File: src/rtl/control_unit.sv
// Instruction-sequencing controller for a small accumulator datapath.
// Walks FETCH -> DECODE -> execute, handshakes with memory through
// mem_ready, and traps into a sticky error state if memory stalls too long.
module control_unit #(
  parameter int unsigned WAIT_LIMIT = 15
) (
  input  logic       clk,
  input  logic       rst_n,
  input  logic [1:0] op_code,
  input  logic       mem_ready,
  output logic       ir_on_adr,
  output logic       pc_on_adr,
  output logic       ld_ir,
  output logic       ld_ac,
  output logic       ld_pc,
  output logic       inc_pc,
  output logic       clr_pc,
  output logic       pass_add,
  output logic       rd_mem,
  output logic       wr_mem,
  output logic       instr_done,
  output logic       bus_error
);

  localparam int unsigned CNT_W = 8;

  typedef enum logic [2:0] {
    S_RST    = 3'd0,
    S_FETCH  = 3'd1,
    S_DECODE = 3'd2,
    S_LDA    = 3'd3,
    S_STA    = 3'd4,
    S_JMP    = 3'd5,
    S_ADD    = 3'd6,
    S_ERR    = 3'd7
  } state_t;

  state_t             state;
  state_t             state_next;
  logic [CNT_W-1:0]   wait_cnt;
  logic               waiting;
  logic               timeout;

  // A memory access is outstanding in these states; stalling past the limit times out.
  always_comb begin
    waiting = (state == S_FETCH) || (state == S_LDA) ||
              (state == S_STA)   || (state == S_ADD);
    timeout = waiting && !mem_ready && (wait_cnt == CNT_W'(WAIT_LIMIT));
  end

  // State register with synchronous reset.
  always_ff @(posedge clk) begin
    if (!rst_n) begin
      state <= S_RST;
    end else begin
      state <= state_next;
    end
  end

  // Wait counter restarts on every state change and counts stalled cycles.
  always_ff @(posedge clk) begin
    if (!rst_n) begin
      wait_cnt <= '0;
    end else if (state_next != state) begin
      wait_cnt <= '0;
    end else if (waiting && !mem_ready) begin
      wait_cnt <= wait_cnt + CNT_W'(1);
    end
  end

  // Sticky timeout flag; only reset clears it since ERR is never left otherwise.
  always_ff @(posedge clk) begin
    if (!rst_n) begin
      bus_error <= 1'b0;
    end else if (state_next == S_ERR) begin
      bus_error <= 1'b1;
    end
  end

  // Next-state and strobe decode; handshake strobes respond to mem_ready in the same cycle.
  always_comb begin
    state_next = state;
    ir_on_adr  = 1'b0;
    pc_on_adr  = 1'b0;
    ld_ir      = 1'b0;
    ld_ac      = 1'b0;
    ld_pc      = 1'b0;
    inc_pc     = 1'b0;
    clr_pc     = 1'b0;
    pass_add   = 1'b0;
    rd_mem     = 1'b0;
    wr_mem     = 1'b0;
    instr_done = 1'b0;

    case (state)
      S_RST: begin
        clr_pc     = 1'b1;
        state_next = S_FETCH;
      end

      S_FETCH: begin
        pc_on_adr = 1'b1;
        rd_mem    = 1'b1;
        if (mem_ready) begin
          ld_ir      = 1'b1;
          inc_pc     = 1'b1;
          state_next = S_DECODE;
        end else if (timeout) begin
          state_next = S_ERR;
        end
      end

      S_DECODE: begin
        case (op_code)
          2'b00:   state_next = S_LDA;
          2'b01:   state_next = S_STA;
          2'b10:   state_next = S_JMP;
          default: state_next = S_ADD;
        endcase
      end

      S_LDA, S_ADD: begin
        ir_on_adr = 1'b1;
        rd_mem    = 1'b1;
        pass_add  = (state == S_ADD);
        if (mem_ready) begin
          ld_ac      = 1'b1;
          instr_done = 1'b1;
          state_next = S_FETCH;
        end else if (timeout) begin
          state_next = S_ERR;
        end
      end

      S_STA: begin
        ir_on_adr = 1'b1;
        wr_mem    = 1'b1;
        if (mem_ready) begin
          instr_done = 1'b1;
          state_next = S_FETCH;
        end else if (timeout) begin
          state_next = S_ERR;
        end
      end

      S_JMP: begin
        ld_pc      = 1'b1;
        instr_done = 1'b1;
        state_next = S_FETCH;
      end

      S_ERR: begin
        state_next = S_ERR;
      end

      default: begin
        state_next = S_RST;
      end
    endcase
  end

endmodule

File: config.mk
export PLATFORM = sky130hd
export DESIGN_NAME = control_unit
export DESIGN_NICKNAME = d
export VERILOG_FILES = /design/src/rtl/control_unit.sv
export SDC_FILE = /design/constraint.sdc
export NUM_CORES = 1
export LEC_CHECK = 0
export ABC_AREA = 1
export CORE_MARGIN = 2
export CORE_UTILIZATION = 49
export DETAILED_ROUTE_END_ITERATION = 8
export HOLD_SLACK_MARGIN = 0.1
export PLACE_DENSITY_LB_ADDON = 0.08
export SLEW_MARGIN = 20
export SYNTH_ARGS = -nofsm -noshare
export SYNTH_HDL_FRONTEND = slang
export SYNTH_SLANG_ARGS = --single-unit
File: constraint.sdc
create_clock -name clk -period 1.6 [get_ports clk]
set_input_delay 0.16 -clock clk [delete_from_list [all_inputs] [get_ports clk]]
set_output_delay 0.16 -clock clk [all_outputs]
set_load 0.005 [all_outputs]
==> impl_metrics.ini <==
[status]
status = complete, but fails checks
violations = negative setup slack

[clocking]
clk_path_buf_depth = 2
clkLatencyLatePin_ns = 0.27
clk_pin_slew_ns = 0.07
cts-root-buf = clkbuf_4
htree_levels = 1
clock-sinks = 12
hold_buffers = 0
cts_buffers = 3
tritoncts = yes

[finish]
layout.nets = 173
final_area_um2 = 1333
diodes = 0
drive_above_1_share = 0.4568
nFillCells = 92
area_growth_syn_to_layout_pct = 59.91
stdcell_count = 178

[logic_synthesis]
synth_area_per_cell_um2 = 6.830
synth_warnings = 0
synth-async-reset-ratio = 0
netlist_area_um2 = 833.3
yosys.area.top_type = dfxtp_1
ys_ff_latch = 12
ys_types = 22
synthTopCellsByArea = dfxtp_1 (29%), nor2_1 (9.9%), nand2_1 (9.0%)
syn_nets = 131
synth-seq-area-share = 0.2883
ys.flop_type = dfxtp_1
synth_top_area_frac = 0.2883
synthCells = 122
synth_edf_count = 0

[routing]
via_per_inst = 5.287
final_antenna_net_count = 0
wirelength_mm = 2.565
drtIter0Drc = 30
drt_drc_violations_left = 0
drt-pass1-iter-count = 4
vias = 941
wl_per_cell_um = 14.41

[worst_setup_path]
crit_type = register to register
r2r_slack_ns = -0.04
crit_path_cell_trace = clkinv_8 -> buf_6 -> nand3_4 -> nor2_4 -> nor2_2 -> nand2_1 -> nand2_1 -> nand3_2 -> nor2_4 -> nand2_4 -> nor2_2
cpPeakStageDelay_ns = 0.45
worstPathRequired_ns = 1.81
worst_ep_arrival_time_ns = 1.85
cp-start-kind = register
path_max_fanout = 8
cp-end-kind = register
cpMaxStageDelayCell = dfxtp_4

[place]
dp_hpwl_mm = 1.429
place_inst = 169
place_ws_ns = -0.1834
io_buffers = 16
place_area_um2 = 1135
gp_congestion = 0.7926

[floorplanning]
io-pin-count = 17
rows = 14
initial_core_util = 0.5345
core_um2 = 1559
die-area_um2 = 2047
die_y_um = 45.24
die_w_um = 45.24

[sta]
worst_slew_margin_rel = 0.8377
maxSlewViolCount = 0
fin_crit_sh = 1.025
worst_pin_slew_ns = 0.2409
clock_skew_ns = 0.007392
whs_ns = 0.4677
fin_ws_ns = -0.03972
rsz0062_at_grt = true
setup-violations-final = 8
maxClockFrequency_mhz = 609.9
period_minus_slack_ns = 1.640
hold_viol = 0

[power_and_ir_drop]
clkPwrFrac = 0.225
power.internal_mw = 0.5390
p_seq_frac = 0.398
sw_frac_of_total = 0.3429
vdd_drop_max_v = 0.0005615
cellLeakagePower_nw = 0.6647
p_per_area_nw_per_um2 = 615.6
power.switching_mw = 0.2813
p_comb_frac = 0.378
p_total_mw = 0.8203

[global_routing]
grt-ovfl-total = 0
grt_max_degree = 9
grt_use_total = 0.2334
grt_pass1_vias = 828
grt_antenna_before_repair = 0
grt_pass1_wl_mm = 3.387

[job]
cap_viol_max_count = 0

[hold_path]
hp-class = register to register
-- critical path: cells and delay by family, from the launching register on --
kind	cells	cell delay, ns
and+or+nand+nor	9	0.90
DFF	1	0.45
buffers and inverters	2	0.22
-- sequential cells by signal, summed over array words and instances, names as in the netlist --
name,cells
bus_error,1
state,3
wait_cnt,8
-- cells in the final DEF (no fill, tap or decap), types with 3 or more instances in the layout --
cell and n:
buf_4 22, nand2_1 17, inv_1 13, nor2_1 11
nor2_2 11, dfxtp_1 8, nand3_1 7, nand2_2 6
nor2_4 5, clkdlybuf4s50_1 5, o21ai_0 4, xor2_1 4
dlygate4sd2_1 4, inv_2 3, xnor2_1 3, ha_1 3
clkbuf_4 3, dlymetal6s2s_1 3
-- logic make-up (layout without fill, tap and decap cells) --
| logic type | after synthesis | in the layout | share of synthesized area |
|---|---|---|---|
| AO/OA/AOI/OAI | 12 | 12 | 0.09911 |
| AND/OR/NAND/NOR | 66 | 66 | 0.3559 |
| adder cells (fa/ha/maj) | 4 | 4 | 0.06006 |
| XOR/XNOR | 7 | 7 | 0.07358 |
| buffers and inverters | 21 | 61 | 0.1231 |
| flip-flops | 12 | 12 | 0.2883 |
-- metrics by stage --
stage | TNS [ns] | util
after floorplan | 0 | -
after global placement | -1.163 | 0.7279
after detailed placement | -1.780 | 0.7279
after CTS | -0.0005335 | 0.7849
after global routing | -0.8018 | 0.8547
final | -0.1668 | 0.8547
-- power groups by stage --
stage                     registers (mW)  clock network [mW]  logic (mW)
after floorplan                    0.323                   0       0.130
after global placement             0.324                   0       0.243
after detailed placement           0.324                   0       0.249
after CTS                          0.321               0.184       0.266
after global routing               0.327               0.208       0.334
final                              0.326               0.184       0.310
-- area by class of cell --
class / count / area [um^2] / share of cell area
repair buffers: 39 / 330.3 / 0.2479
well taps: 16 / 20.02 / 0.01502
multi-input cells: 89 / 618.1 / 0.4638
clock buffers: 3 / 22.52 / 0.01690
flip-flops and latches: 12 / 250.2 / 0.1878
inverters: 19 / 91.34 / 0.06854
-- routing by layer --
| layer | track usage | wire [um] |
|---|---|---|
| met4 | 0.08824 | 104 |
| met1 | 0.2903 | 1014 |
| met2 | 0.3686 | 1313 |
| met3 | 0.08400 | 133 |
| met5 | 0 | 0 |
-- cells in the mapped netlist (2+ instances only) --
| cell | count |
|---|---|
| xnor2_1 | 3 |
| nand3_1 | 10 |
| xor2_1 | 4 |
| nor3_1 | 2 |
| nand2_1 | 20 |
| o21ai_2 | 2 |
| a21oi_1 | 4 |
| inv_1 | 15 |
| nor2_2 | 5 |
| o21ai_0 | 4 |
| inv_2 | 3 |
| nand2_2 | 5 |
| dfxtp_1 | 12 |
| ha_1 | 4 |
| nor2_1 | 22 |
-- worst paths after layout --
check                endpoint  cells after the start       from
hold reg to reg     bus_error                      2  bus_error
setup / recovery  wait_cnt[4]                     11   state[2]
hold / removal      bus_error                      2  bus_error
setup reg to reg  wait_cnt[4]                     11   state[2]
-- timing repair --
action / 4_1_cts / 5_1_grt
setup endpoints to repair: 18 / 17
setup buffers: 4 / 3
gates resized for setup: 28 / 35
pin swaps: 6 / 15
Note: power is estimated with default switching activity, not from simulation.
